<file path="src/rtl/sp_shift_receiver.sv">
// Receive side of the LED-matrix serial link: oversamples sp_clk/sp_dat/sp_ratch,
// rebuilds each frame, length-checks it and files good frames into an 8-row buffer.

module sp_sync_bit #(
  parameter int STAGES = 2
) (
  input  logic clk,
  input  logic reset_n,
  input  logic d,
  output logic q
);
  logic [STAGES-1:0] ff;

  always_ff @(posedge clk or negedge reset_n) begin
    if (!reset_n) ff <= '0;
    else          ff <= {ff[STAGES-2:0], d};
  end

  assign q = ff[STAGES-1];
endmodule

module sp_shift_receiver #(
  parameter int WIDTH       = 16,
  parameter int SYNC_STAGES = 2
) (
  input  logic                           clk,
  input  logic                           reset_n,
  input  logic                           sp_clk,
  input  logic                           sp_dat,
  input  logic                           sp_ratch,
  input  logic [2:0]                     ledm_sel,
  output logic [WIDTH-1:0]               par_out,
  output logic [2:0]                     frame_sel,
  output logic                           frame_valid,
  output logic                           frame_err,
  output logic [7:0]                     err_cnt,
  output logic [$clog2(WIDTH+2)-1:0]     bit_cnt,
  input  logic [2:0]                     rd_addr,
  output logic [WIDTH-1:0]               rd_data
);
  localparam int CW = $clog2(WIDTH+2);
  localparam logic [CW-1:0] CNT_FULL = CW'(WIDTH);

  typedef enum logic [1:0] {IDLE, SHIFT, FULL, OVER} state_t;

  logic [5:0]       raw, syncd;
  logic             s_clk, s_dat, s_lat;
  logic [2:0]       s_sel;
  logic             clk_d, lat_d, rise_clk, rise_lat;
  logic [WIDTH-1:0] shreg, shreg_nxt;
  logic [CW-1:0]    cnt_nxt;
  logic             len_ok;
  state_t           state;
  logic [WIDTH-1:0] row_mem [8];

  // One synchronizer per input wire, all with identical depth so data stays aligned to sp_clk.
  assign raw = {ledm_sel, sp_ratch, sp_dat, sp_clk};
  sp_sync_bit #(.STAGES(SYNC_STAGES)) u_sync [5:0] (
    .clk     (clk),
    .reset_n (reset_n),
    .d       (raw),
    .q       (syncd)
  );
  assign s_clk = syncd[0];
  assign s_dat = syncd[1];
  assign s_lat = syncd[2];
  assign s_sel = syncd[5:3];

  always_ff @(posedge clk or negedge reset_n) begin
    if (!reset_n) begin
      clk_d <= 1'b0;
      lat_d <= 1'b0;
    end else begin
      clk_d <= s_clk;
      lat_d <= s_lat;
    end
  end

  assign rise_clk = s_clk & ~clk_d;
  assign rise_lat = s_lat & ~lat_d;

  always_comb begin
    state = IDLE;
    if (bit_cnt == '0)           state = IDLE;
    else if (bit_cnt < CNT_FULL) state = SHIFT;
    else if (bit_cnt == CNT_FULL) state = FULL;
    else                         state = OVER;
  end

  // Shift is resolved before the latch so a coincident sp_clk rise lands in the frame.
  always_comb begin
    shreg_nxt = shreg;
    cnt_nxt   = bit_cnt;
    if (rise_clk) begin
      shreg_nxt = {shreg[WIDTH-2:0], s_dat};
      if (state != OVER) cnt_nxt = bit_cnt + 1'b1;
    end
  end

  assign len_ok = (cnt_nxt == CNT_FULL);

  always_ff @(posedge clk or negedge reset_n) begin
    if (!reset_n) begin
      shreg       <= '0;
      bit_cnt     <= '0;
      par_out     <= '0;
      frame_sel   <= '0;
      frame_valid <= 1'b0;
      frame_err   <= 1'b0;
      err_cnt     <= '0;
      for (int i = 0; i < 8; i++) row_mem[i] <= '0;
    end else begin
      frame_valid <= 1'b0;
      frame_err   <= 1'b0;
      shreg       <= shreg_nxt;
      bit_cnt     <= rise_lat ? '0 : cnt_nxt;
      if (rise_lat) begin
        par_out   <= shreg_nxt;
        frame_sel <= s_sel;
        if (len_ok) begin
          row_mem[s_sel] <= shreg_nxt;
          frame_valid    <= 1'b1;
        end else begin
          frame_err <= 1'b1;
          if (err_cnt != 8'hFF) err_cnt <= err_cnt + 8'd1;
        end
      end
    end
  end

  assign rd_data = row_mem[rd_addr];
endmodule

</file>
<file path="config.mk">
export PLATFORM = sky130hd
export DESIGN_NAME = sp_shift_receiver
export DESIGN_NICKNAME = d
export VERILOG_FILES = /design/src/rtl/sp_shift_receiver.sv
export SDC_FILE = /design/constraint.sdc
export NUM_CORES = 1
export LEC_CHECK = 0
export CELL_PAD_IN_SITES_DETAIL_PLACEMENT = 1
export CELL_PAD_IN_SITES_GLOBAL_PLACEMENT = 2
export CORE_MARGIN = 5
export CORE_UTILIZATION = 42
export DETAILED_ROUTE_END_ITERATION = 16
export PLACE_DENSITY = 0.87
export RECOVER_POWER = 100
export SYNTH_ARGS = -nofsm -noshare
export SYNTH_HDL_FRONTEND = slang
export SYNTH_SLANG_ARGS = --single-unit
</file>
<file path="constraint.sdc">
create_clock -name clk -period 3.2 [get_ports clk]
set_input_delay 0.32 -clock clk [delete_from_list [all_inputs] [get_ports clk]]
set_output_delay 0.32 -clock clk [all_outputs]
set_load 0.05 [all_outputs]
</file>
==> results.tsv, run 1 <==
metric	value	unit
run_status	finished with violations	
violations_in_the_final_reports	max-capacitance violations, max-slew violations	
num_vias	4966	
critical_register_to_register_path_endpoint	row_mem[121]	
fin_skew	8.08	ps
maxClockFrequency	318	MHz
cts_tree	done	
cp.required	3500	ps
drc	0	
r2r_start	bit_cnt[0]	
grt_start_max_net_pins	71	
p_switching	1670	uW
antenna_cells_inserted	0	
layout-area-overhead-vs-synth	19.6	%
globalRouteOverflowTotal	0	
final_min_period_over_clock_period	98.3	%
tightest_slew	1830	ps
proportion_of_synthesized_chip_area_in_sequential_cells	57.5	%
sequentialPowerShare	46.1	%
total_nets_after_synthesis	601	
power.density	580	nW/um^2
routed_via_count_divided_by_cell_count	5.32	
cp-end-kind	flip-flop	
crit_arrival	3440	ps
die_ar	22800	sq um
internal_power	4120	uW
critical_path.startpoint	bit_cnt[0]	
ff2ff_path_depth	11	
critical-path-max-stage-delay	420	ps
placement.setup.worst_slack	104	ps
most_common_cell_after_layout_fill_and_taps_aside	sky130_fd_sc_hd__dfrtp_1	
max_cap_violations	1	
timing.critical_path.fanout_max	8	
synth_edf_count	0	
maxSlewHeadroom	-22.2	%
placed_cells	896	
asyncSetResetFlopFracSynth	100	%
tritoncts.num_buffers	17	
leakagePower	0.00489	uW
drt_iter0_drc	231	
post_synth_instance_area	8350	sq um
antenna_violations_before_repair	0	
period_minus_slack	3140	ps
cts.sink_count	192	
hold_path.class	flip-flop to flip-flop	
drive_gt1_share	36.4	%
first_global_vias	5769	
final_setup_margin	55.1	ps
routed_wl	19.8	mm
vdd.ir_drop.worst	0.321	mV
hold_viol_final	0	
insertion_delay	420	ps
synthesized_instance_count	587	
finalNetCount	670	
count_of_final_max_slew_check_failures	69	
x_dimension_of_the_die	151	um
cts.htree.levels	4	
netSwitchingFraction	28.9	%
synth_warnings	0	
place.gp.congestion	0.755	
critical_path.slowest_cell	sky130_fd_sc_hd__dfrtp_1	
mean_routed_wirelength_per_cell	21.2	um
pwr-share-comb	16.2	%
dpl_cell_area	9320	sq um
dpl.hpwl	12.7	mm
power.share.clock	37.7	%
dr.pass1.iters	4	
timing.critical_path.cells	inv_1 -> ha_1 -> or3b_4 -> mux2_4 -> o31ai_4 -> o311ai_4 -> buf_6 -> nor4b_4 -> buf_4 -> buf_12 -> mux2_2	
setup_viol_count_final	0	
post_synth.cell_area_avg	14.2	sq um
mostFrequentLayoutCells	sky130_fd_sc_hd__dfrtp_1, sky130_fd_sc_hd__mux2_2, sky130_fd_sc_hd__nand2_1, sky130_fd_sc_hd__mux4_2, sky130_fd_sc_hd__clkdlybuf4s50_1	
final_area	9990	sq um
fp-row-count	51	
clk_transition_reported_paths	70	ps
grt_usage	18.4	%
core_area	19500	sq um
initial_utilization	42.8	%
cts-root-to-sink-buffers	2	
yosys.cell_types.count	39	
ioPinCount	61	
final-instance-count-excl-fill	933	
wire_length_of_the_first_global_routing_pass	32.1	mm
critical_path.startpoint_type	flip-flop	
total_of_flip_flops_plus_latches_after_synthesis	192	
drtAntennaViolNets	0	
finalPower	5790	uW
crit_path_end	row_mem[121]	
root_buffer	sky130_fd_sc_hd__clkbuf_16	
fp.dieH	151	um
synthFlopType	sky130_fd_sc_hd__dfrtp_1	
setup.reg_to_reg.worst_slack	60	ps
port_bufs	60	
path_class	flip-flop to flip-flop	
worst max-delay path, delay by kind of cell (launching register included):
kind	cells	cell delay [ps]
AND/OR/NAND/NOR	2	660
multiplexers	2	630
flip-flops	1	420
buffers and inverters	4	650
AO/OA/AOI/OAI	2	430
adder cells (fa/ha/maj)	1	210
state kept, by name, indices dropped and copies added (netlist names):
name,cells
row_mem,128
err_cnt,8
frame_sel,3
shreg,16
frame_valid,1
u_sync.ff,12
lat_d,1
frame_err,1
clk_d,1
bit_cnt,5
par_out,16
worst min path at each step:
stage / startpoint / end / slack [ps] / cells after the start
after floorplan: reset_n / bit_cnt[0] / 20 / 0
after global placement: u_sync[5].ff[0] / u_sync[5].ff[1] / 340 / 0
after detailed placement: u_sync[4].ff[0] / u_sync[4].ff[1] / 340 / 0
after CTS: ledm_sel[2] / u_sync[5].ff[0] / 320 / 1
after global routing: u_sync[0].ff[0] / u_sync[0].ff[1] / 350 / 0
final: u_sync[5].ff[0] / u_sync[5].ff[1] / 350 / 0
power groups by stage:
stage	logic [uW]	registers (uW)	clock network (uW)
2_1_floorplan	278	2980	0
5_1_grt	1010	2680	2320
4_1_cts	948	2670	2220
3_3_place_gp	908	2700	0
3_5_place_dp	940	2710	0
6_report	939	2670	2180
Yosys cell counts, drive strengths merged (4+ instances only):
library cell,n,area [sq um]
clkbuf,15,56.3
mux2,147,1700
dfrtp,192,4800
nand2b,4,25.0
xnor2,5,43.8
nor2,11,41.3
nand3,5,25.0
nand2,108,405
inv,6,22.5
nor3,8,73.8
nand4,4,25.0
buf,19,121
mux4,32,721
cell type report:
class,count,area [sq um]
flip-flops and latches,192,4800
clock inverters,9,131
fillers,1939,9540
multi-input cells,355,3370
repair buffers,84,860
inverters,6,22.5
clock buffers,22,474
well taps,265,332
per-stage QoR:
stage | TNS, ps | utilization, % | hold WS, ps
after floorplan | 0 | - | 24.4
after global placement | 0 | 47.7 | 336
after detailed placement | 0 | 47.7 | 336
after CTS | 0 | 50.9 | 319
after global routing | -559 | 51.2 | 354
final | 0 | 51.2 | 348
logic make-up (layout without fill, tap and decap cells):
group	count (synthesis)	after routing	share of synthesized area, %
adder cells (fa/ha/maj)	3	3	0.450
multiplexers	179	179	28.9
flip-flops	192	192	57.5
AND/OR/NAND/NOR	152	152	8.53
buffers and inverters	40	121	2.40
AO/OA/AOI/OAI	13	13	1.30
XOR/XNOR	8	8	0.839
repair_timing:
item	4_1_cts	5_1_grt
hold buffers	1	0
buffers inserted	0	4
hold endpoints to repair	68	0
endpoints found under the setup margin	0	43
resized for setup	0	2
per-layer routing:
metal  GRT usage, %  share of wire (%)  up-vias
met3           3.14                2.1       19
met4           5.76                1.7        0
met1           22.6                 43     2676
met2           33.1                 53       68
li1               -                  -     2203
met5              0                  0        -
Power figures use the tool's default switching activity.
==> run 2, diff against run 1 <==
CTS_CLUSTER_SIZE = 8   (was unset)
PLACE_DENSITY = 0.88   (was 0.87)
==> run 2 against run 1 <==
Against the previous run: maximum frequency rose by 3.0%; the run still ends with max-capacitance violations, max-slew violations left; global-route usage is 0.10 points higher; wire length is 0.73% lower; critical endpoint is now row_mem[74]; clock-buffer cell count down 5; clock power shrank 8%; combinational power shrank 5.5%; die area stayed put; total power is 4.2% lower; non-clock buffer count decreased by 2; hold slack got worse by 2.4 ps; cell area fell by 2.4%; register-to-register slack better by 90 ps.
==> results.tsv, run 2 (synthesized netlist as in run 1, its figures left out) <==
metric	value	unit	change
hold_ws	345	ps	was 348 ps
ioPinCount	61		unchanged
antenna_violations_before_repair	0		unchanged
final_area	9750	sq um	was 9990 sq um
wire_length_of_the_first_global_routing_pass	32.3	mm	was 32.1 mm
globalRouteOverflowTotal	0		unchanged
port_bufs	60		unchanged
ff2ff_path_depth	9		was 11
grt_start_max_net_pins	68		was 71
timing.critical_path.fanout_max	16		was 8
place.gp.congestion	0.751		was 0.755
min_to	u_sync[5].ff[1]		unchanged
max_cap_violations	1		unchanged
hold_path.class	flip-flop to flip-flop		unchanged
finalNetCount	668		was 670
critical_path.slowest_cell	sky130_fd_sc_hd__or4_1		was sky130_fd_sc_hd__dfrtp_1
met2RoutedLength	10.4	mm	was 10.6 mm
dpl_cell_area	9330	sq um	was 9320 sq um
dpl.hpwl	12.6	mm	was 12.7 mm
antenna_cells_inserted	0		unchanged
setup-tns-final	0	ps	unchanged
mostFrequentLayoutCells	sky130_fd_sc_hd__dfrtp_1, sky130_fd_sc_hd__mux2_2, sky130_fd_sc_hd__nand2_1, sky130_fd_sc_hd__dlygate4sd3_1, sky130_fd_sc_hd__mux4_2		was sky130_fd_sc_hd__dfrtp_1, sky130_fd_sc_hd__mux2_2, sky130_fd_sc_hd__nand2_1, sky130_fd_sc_hd__mux4_2, sky130_fd_sc_hd__clkdlybuf4s50_1
maxSlewHeadroom	-0.436	%	was -22.2%
mean_routed_wirelength_per_cell	21.1	um	was 21.2 um
fin_skew	13.1	ps	was 8.08 ps
cts-root-to-sink-buffers	2		unchanged
die_ar	22800	sq um	unchanged
critical_path.startpoint_type	flip-flop		unchanged
insertion_delay	430	ps	was 420 ps
critical-path-max-stage-delay	500	ps	was 420 ps
run_status	finished with violations		unchanged
root_buffer	sky130_fd_sc_hd__clkbuf_16		unchanged
largest-register	row_mem		unchanged
fp-row-count	51		unchanged
tritoncts.num_buffers	17		unchanged
num_vias	5038		was 4966
grt_usage	18.5	%	was 18.4%
tightest_slew	1510	ps	was 1830 ps
initial_utilization	42.8	%	unchanged
fp.dieH	151	um	unchanged
timing.critical_path.cells	inv_1 -> ha_1 -> or3b_1 -> mux2_4 -> o31ai_4 -> o311ai_2 -> or4_1 -> buf_4 -> mux2_1		was inv_1 -> ha_1 -> or3b_4 -> mux2_4 -> o31ai_4 -> o311ai_4 -> buf_6 -> nor4b_4 -> buf_4 -> buf_12 -> mux2_2
hold_viol_final	0		unchanged
violations_in_the_final_reports	max-capacitance violations, max-slew violations		unchanged
leakagePower	0.00484	uW	was 0.00489 uW
postCtsResizedCells	0		unchanged
power.density	569	nW/um^2	was 580 nW/um^2
top_regs	row_mem: 128 flops, par_out: 16 flops, shreg: 16 flops		unchanged
vdd.ir_drop.worst	0.242	mV	was 0.321 mV
postCtsHoldBufs	1		unchanged
maxClockFrequency	328	MHz	was 318 MHz
most_common_cell_after_layout_fill_and_taps_aside	sky130_fd_sc_hd__dfrtp_1		unchanged
path_class	flip-flop to flip-flop		unchanged
hold_path.startpoint	u_sync[5].ff[0]		unchanged
layout-area-overhead-vs-synth	16.8	%	was 19.6%
first_global_vias	5622		was 5769
cts_tree	done		unchanged
routed_via_count_divided_by_cell_count	5.41		was 5.32
largest_register_ffs	128		unchanged
drc	0		unchanged
drtAntennaViolNets	0		unchanged
r2r_start	bit_cnt[0]		unchanged
timing.hold.worst_path_depth	0		unchanged
setup_repair_after_global_routing_missed_its_margin	false		
number_of_setup_buffers_added_after_cts	0		unchanged
critical_register_to_register_path_endpoint	row_mem[74]		was row_mem[121]
cp-end-kind	flip-flop		unchanged
final_min_period_over_clock_period	95.4	%	was 98.3%
drt_iter0_drc	242		was 231
cts.htree.levels	4		unchanged
x_dimension_of_the_die	151	um	unchanged
drive_gt1_share	34.9	%	was 36.4%
setup_viol_count_final	0		unchanged
cts.sink_count	192		unchanged
count_of_final_max_slew_check_failures	56		was 69
period_minus_slack	3050	ps	was 3140 ps
dr.pass1.iters	4		unchanged
clk_transition_reported_paths	70	ps	about the same
routed_wl	19.7	mm	was 19.8 mm
maxUsedRoutingLayer	met4		unchanged
critical_path.startpoint	bit_cnt[0]		unchanged
core_area	19500	sq um	unchanged
detailroute.wirelength.met3	621	um	was 416 um
setup.reg_to_reg.worst_slack	150	ps	was 60 ps
cp.required	3510	ps	was 3500 ps
finish.utilization	49.9	%	was 51.2%
wl_met1	8.38	mm	was 8.48 mm
crit_arrival	3360	ps	was 3440 ps
run 2: worst max-delay path by stage:
stage	slack [ps]	to
6_report	150	row_mem[74]
5_1_grt	30	row_mem[45]
4_1_cts	170	row_mem[70]
3_5_place_dp	210	row_mem[74]
3_3_place_gp	310	row_mem[74]
2_1_floorplan	70	row_mem[101]
run 2: metrics by stage:
| step | total power, uW | setup slack (ps) | std cells |
|---|---|---|---|
| after global routing | 5780 | 25.3 | 932 |
| after CTS | 5660 | 167 | 932 |
| after floorplan | 3260 | 65.1 | 587 |
| after global placement | 3600 | 308 | 899 |
| after detailed placement | 3650 | 210 | 899 |
| final | 5550 | 148 | 932 |
run 2: power by group:
part | internal, uW | switching, uW
combinational | 234 | 653
clock | 1020 | 981
sequential | 2560 | 106
run 2: layout make-up:
class	count	area [sq um]
timing repair buffer	82	732
inverter	6	22.5
fill	1955	9770
multi-input combinational	355	3310
clock inverter	15	130
tap	265	332
sequential	192	4800
clock buffer	17	425
run 2: per-layer routing:
layer  vias up  track usage [%]
met3        21             3.20
met1      2736             23.8
met2        82             32.4
met5         -                0
met4         0             4.85
li1       2199                -
run 2: critical path: cells and delay by family, from the launching register on:
family / cells / cell delay [ps]
compound gates: 2 / 380
fa+ha+maj: 1 / 200
buf+inv: 2 / 360
flops: 1 / 440
mux: 2 / 650
simple gates: 2 / 900
==> run 3, diff against run 2 <==
SETUP_SLACK_MARGIN = 0.2   (was unset)
TNS_END_PERCENT = 100   (was unset)
==> run 3 against run 2 <==
Against the previous run: hold slack better by 7.1 ps; first-iteration DRC count down 30%; critical endpoint is now row_mem[29]; critical path type unchanged; global-route usage fell by 0.27 points; highest routed layer unchanged; largest power group unchanged; worst setup slack gained 67 ps; the run now ends clean; total power grew 1.0%.
==> results.tsv, run 3 (synthesized netlist as in run 1, its figures left out) <==
metric	value	unit	change
drt_iter0_drc	170		was 242
hold_path.class	flip-flop to flip-flop		unchanged
finish.utilization	50.4	%	was 49.9%
maxSlewHeadroom	7.69	%	was -0.436%
wire_length_of_the_first_global_routing_pass	31.8	mm	was 32.3 mm
worst_path_buf_inv	3		was 2
critical_path.startpoint	bit_cnt[0]		unchanged
max_cap_violations	0		was 1
setup-tns-final	0	ps	unchanged
routed_wl	19.5	mm	was 19.7 mm
worst_path_top_cell_family_by_delay	simple AND/OR/NAND/NOR gates		unchanged
cts-root-to-sink-buffers	2		unchanged
initial_utilization	42.8	%	unchanged
count_of_final_max_slew_check_failures	0		was 56
hold_viol_final	0		unchanged
vdd.ir_drop.worst	0.333	mV	was 0.242 mV
ioPinCount	61		unchanged
layout.area.seq	4810	sq um	was 4800 sq um
cp.required	3520	ps	was 3510 ps
maxClockFrequency	335	MHz	was 328 MHz
fin_skew	11.0	ps	was 13.1 ps
layout-area-overhead-vs-synth	17.8	%	was 16.8%
setup.reg_to_reg.worst_slack	210	ps	was 150 ps
r2r_start	bit_cnt[0]		unchanged
cts_tree	done		unchanged
multi_input_combinational_cell_area	3320	sq um	was 3310 sq um
num_vias	4981		was 5038
drtAntennaViolNets	0		unchanged
fp.dieH	151	um	unchanged
setup_viol_count_final	0		unchanged
fp-row-count	51		unchanged
drc	0		unchanged
cts.sink_count	192		unchanged
tightest_slew	1380	ps	was 1510 ps
period_minus_slack	2990	ps	was 3050 ps
mean_routed_wirelength_per_cell	20.8	um	was 21.1 um
largest-register	row_mem		unchanged
cp-end-kind	flip-flop		unchanged
tritoncts.num_buffers	17		unchanged
grt_start_max_net_pins	60		was 68
largest_register_ffs	128		unchanged
root_buffer	sky130_fd_sc_hd__clkbuf_16		unchanged
x_dimension_of_the_die	151	um	unchanged
die_ar	22800	sq um	unchanged
globalRouteOverflowTotal	0		unchanged
critical-path-max-stage-delay	440	ps	was 500 ps
setup_repair_after_global_routing_missed_its_margin	true		was false
finalNetCount	674		was 668
hold_path.startpoint	u_sync[3].ff[0]		was u_sync[5].ff[0]
run_status	complete, no violations		was finished with violations
crit_arrival	3300	ps	was 3360 ps
most_common_cell_after_layout_fill_and_taps_aside	sky130_fd_sc_hd__dfrtp_1		unchanged
placed_cells	900		was 899
critical_path.slowest_cell	sky130_fd_sc_hd__dfrtp_1		was sky130_fd_sc_hd__or4_1
fillers	1939		was 1955
power.density	570	nW/um^2	was 569 nW/um^2
grt_usage	18.2	%	was 18.5%
timing.critical_path.fanout_max	16		unchanged
dr.pass1.iters	4		unchanged
drive_gt1_share	35.5	%	was 34.9%
critical_path.startpoint_type	flip-flop		unchanged
final-instance-count-excl-fill	938		was 932
core_area	19500	sq um	unchanged
hold_ws	353	ps	was 345 ps
first_global_vias	5679		was 5622
top_regs	row_mem: 128 flops, par_out: 16 flops, shreg: 16 flops		unchanged
cts.htree.levels	4		unchanged
clk_transition_reported_paths	70	ps	about the same
insertion_delay	430	ps	about the same
routed_via_count_divided_by_cell_count	5.31		was 5.41
port_bufs	60		unchanged
mostFrequentLayoutCells	sky130_fd_sc_hd__dfrtp_1, sky130_fd_sc_hd__mux2_2, sky130_fd_sc_hd__nand2_1, sky130_fd_sc_hd__dlygate4sd3_1, sky130_fd_sc_hd__mux4_2		unchanged
final_min_period_over_clock_period	93.3	%	was 95.4%
leakagePower	0.00488	uW	was 0.00484 uW
place.gp.congestion	0.792		was 0.751
antenna_violations_before_repair	0		unchanged
finalPower	5610	uW	was 5550 uW
antenna_cells_inserted	0		unchanged
dpl.hpwl	12.6	mm	about the same
path_class	flip-flop to flip-flop		unchanged
timing.critical_path.cells	inv_4 -> ha_4 -> or3b_1 -> mux2_4 -> o31ai_4 -> o311ai_4 -> buf_6 -> nor3_1 -> buf_12 -> mux2_2		was inv_1 -> ha_1 -> or3b_1 -> mux2_4 -> o31ai_4 -> o311ai_2 -> or4_1 -> buf_4 -> mux2_1
-- run 3: worst reg2reg max path: cells and delay by family, from the launching register on --
kind / cells / cell delay, ps
AOI/OAI and AO/OA: 2 / 420
adders and majority gates: 1 / 130
muxes: 2 / 670
DFF: 1 / 440
and+or+nand+nor: 2 / 720
buffers and inverters: 3 / 510
-- run 3: per-stage QoR --
stage	setup WS [ps]	area [sq um]
floorplan	186	8370
global placement	259	9330
detailed placement	185	9330
CTS	233	9910
global route	99.8	9840
finish	215	9840
-- run 3: timing repair --
| item | in CTS | in global routing |
|---|---|---|
| buffers inserted | 1 | 3 |
| pin swaps | 0 | 2 |
| gates resized for setup | 1 | 9 |
| setup endpoints to repair | 61 | 84 |
| hold endpoints to repair | 53 | 0 |
| cloned | 0 | 1 |
| hold buffers | 1 | 0 |
-- run 3: power by group --
group | internal [uW] | switching [uW]
registers | 2560 | 110
logic | 251 | 661
clock network | 1080 | 943
total | 3890 | 1710
-- run 3: final timing paths --
| kind | end | cells after the start |
|---|---|---|
| max | row_mem[29] | 10 |
| min | u_sync[3].ff[1] | 0 |
| max reg2reg | row_mem[29] | 10 |
| min reg2reg | u_sync[3].ff[1] | 0 |
| max in group asynchronous | row_mem[101] | 3 |
| min in group asynchronous | err_cnt[1] | 2 |
-- run 3: layout make-up --
class / count / share of cell area [%]
flip-flops and latches: 192 / 48.8
multi-input cells: 355 / 33.8
repair buffers: 88 / 8.07
clock buffers: 18 / 4.36
well taps: 265 / 3.37
clock inverters: 14 / 1.32
inverters: 6 / 0.254
-- run 3: layer usage --
layer / up-vias / global-route usage, % / share of wire (%)
li1: 2225 / - / -
met1: 2661 / 23.2 / 43
met2: 70 / 32.0 / 52
met3: 25 / 2.96 / 2.5
met4: 0 / 5.80 / 1.8
met5: - / 0 / 0
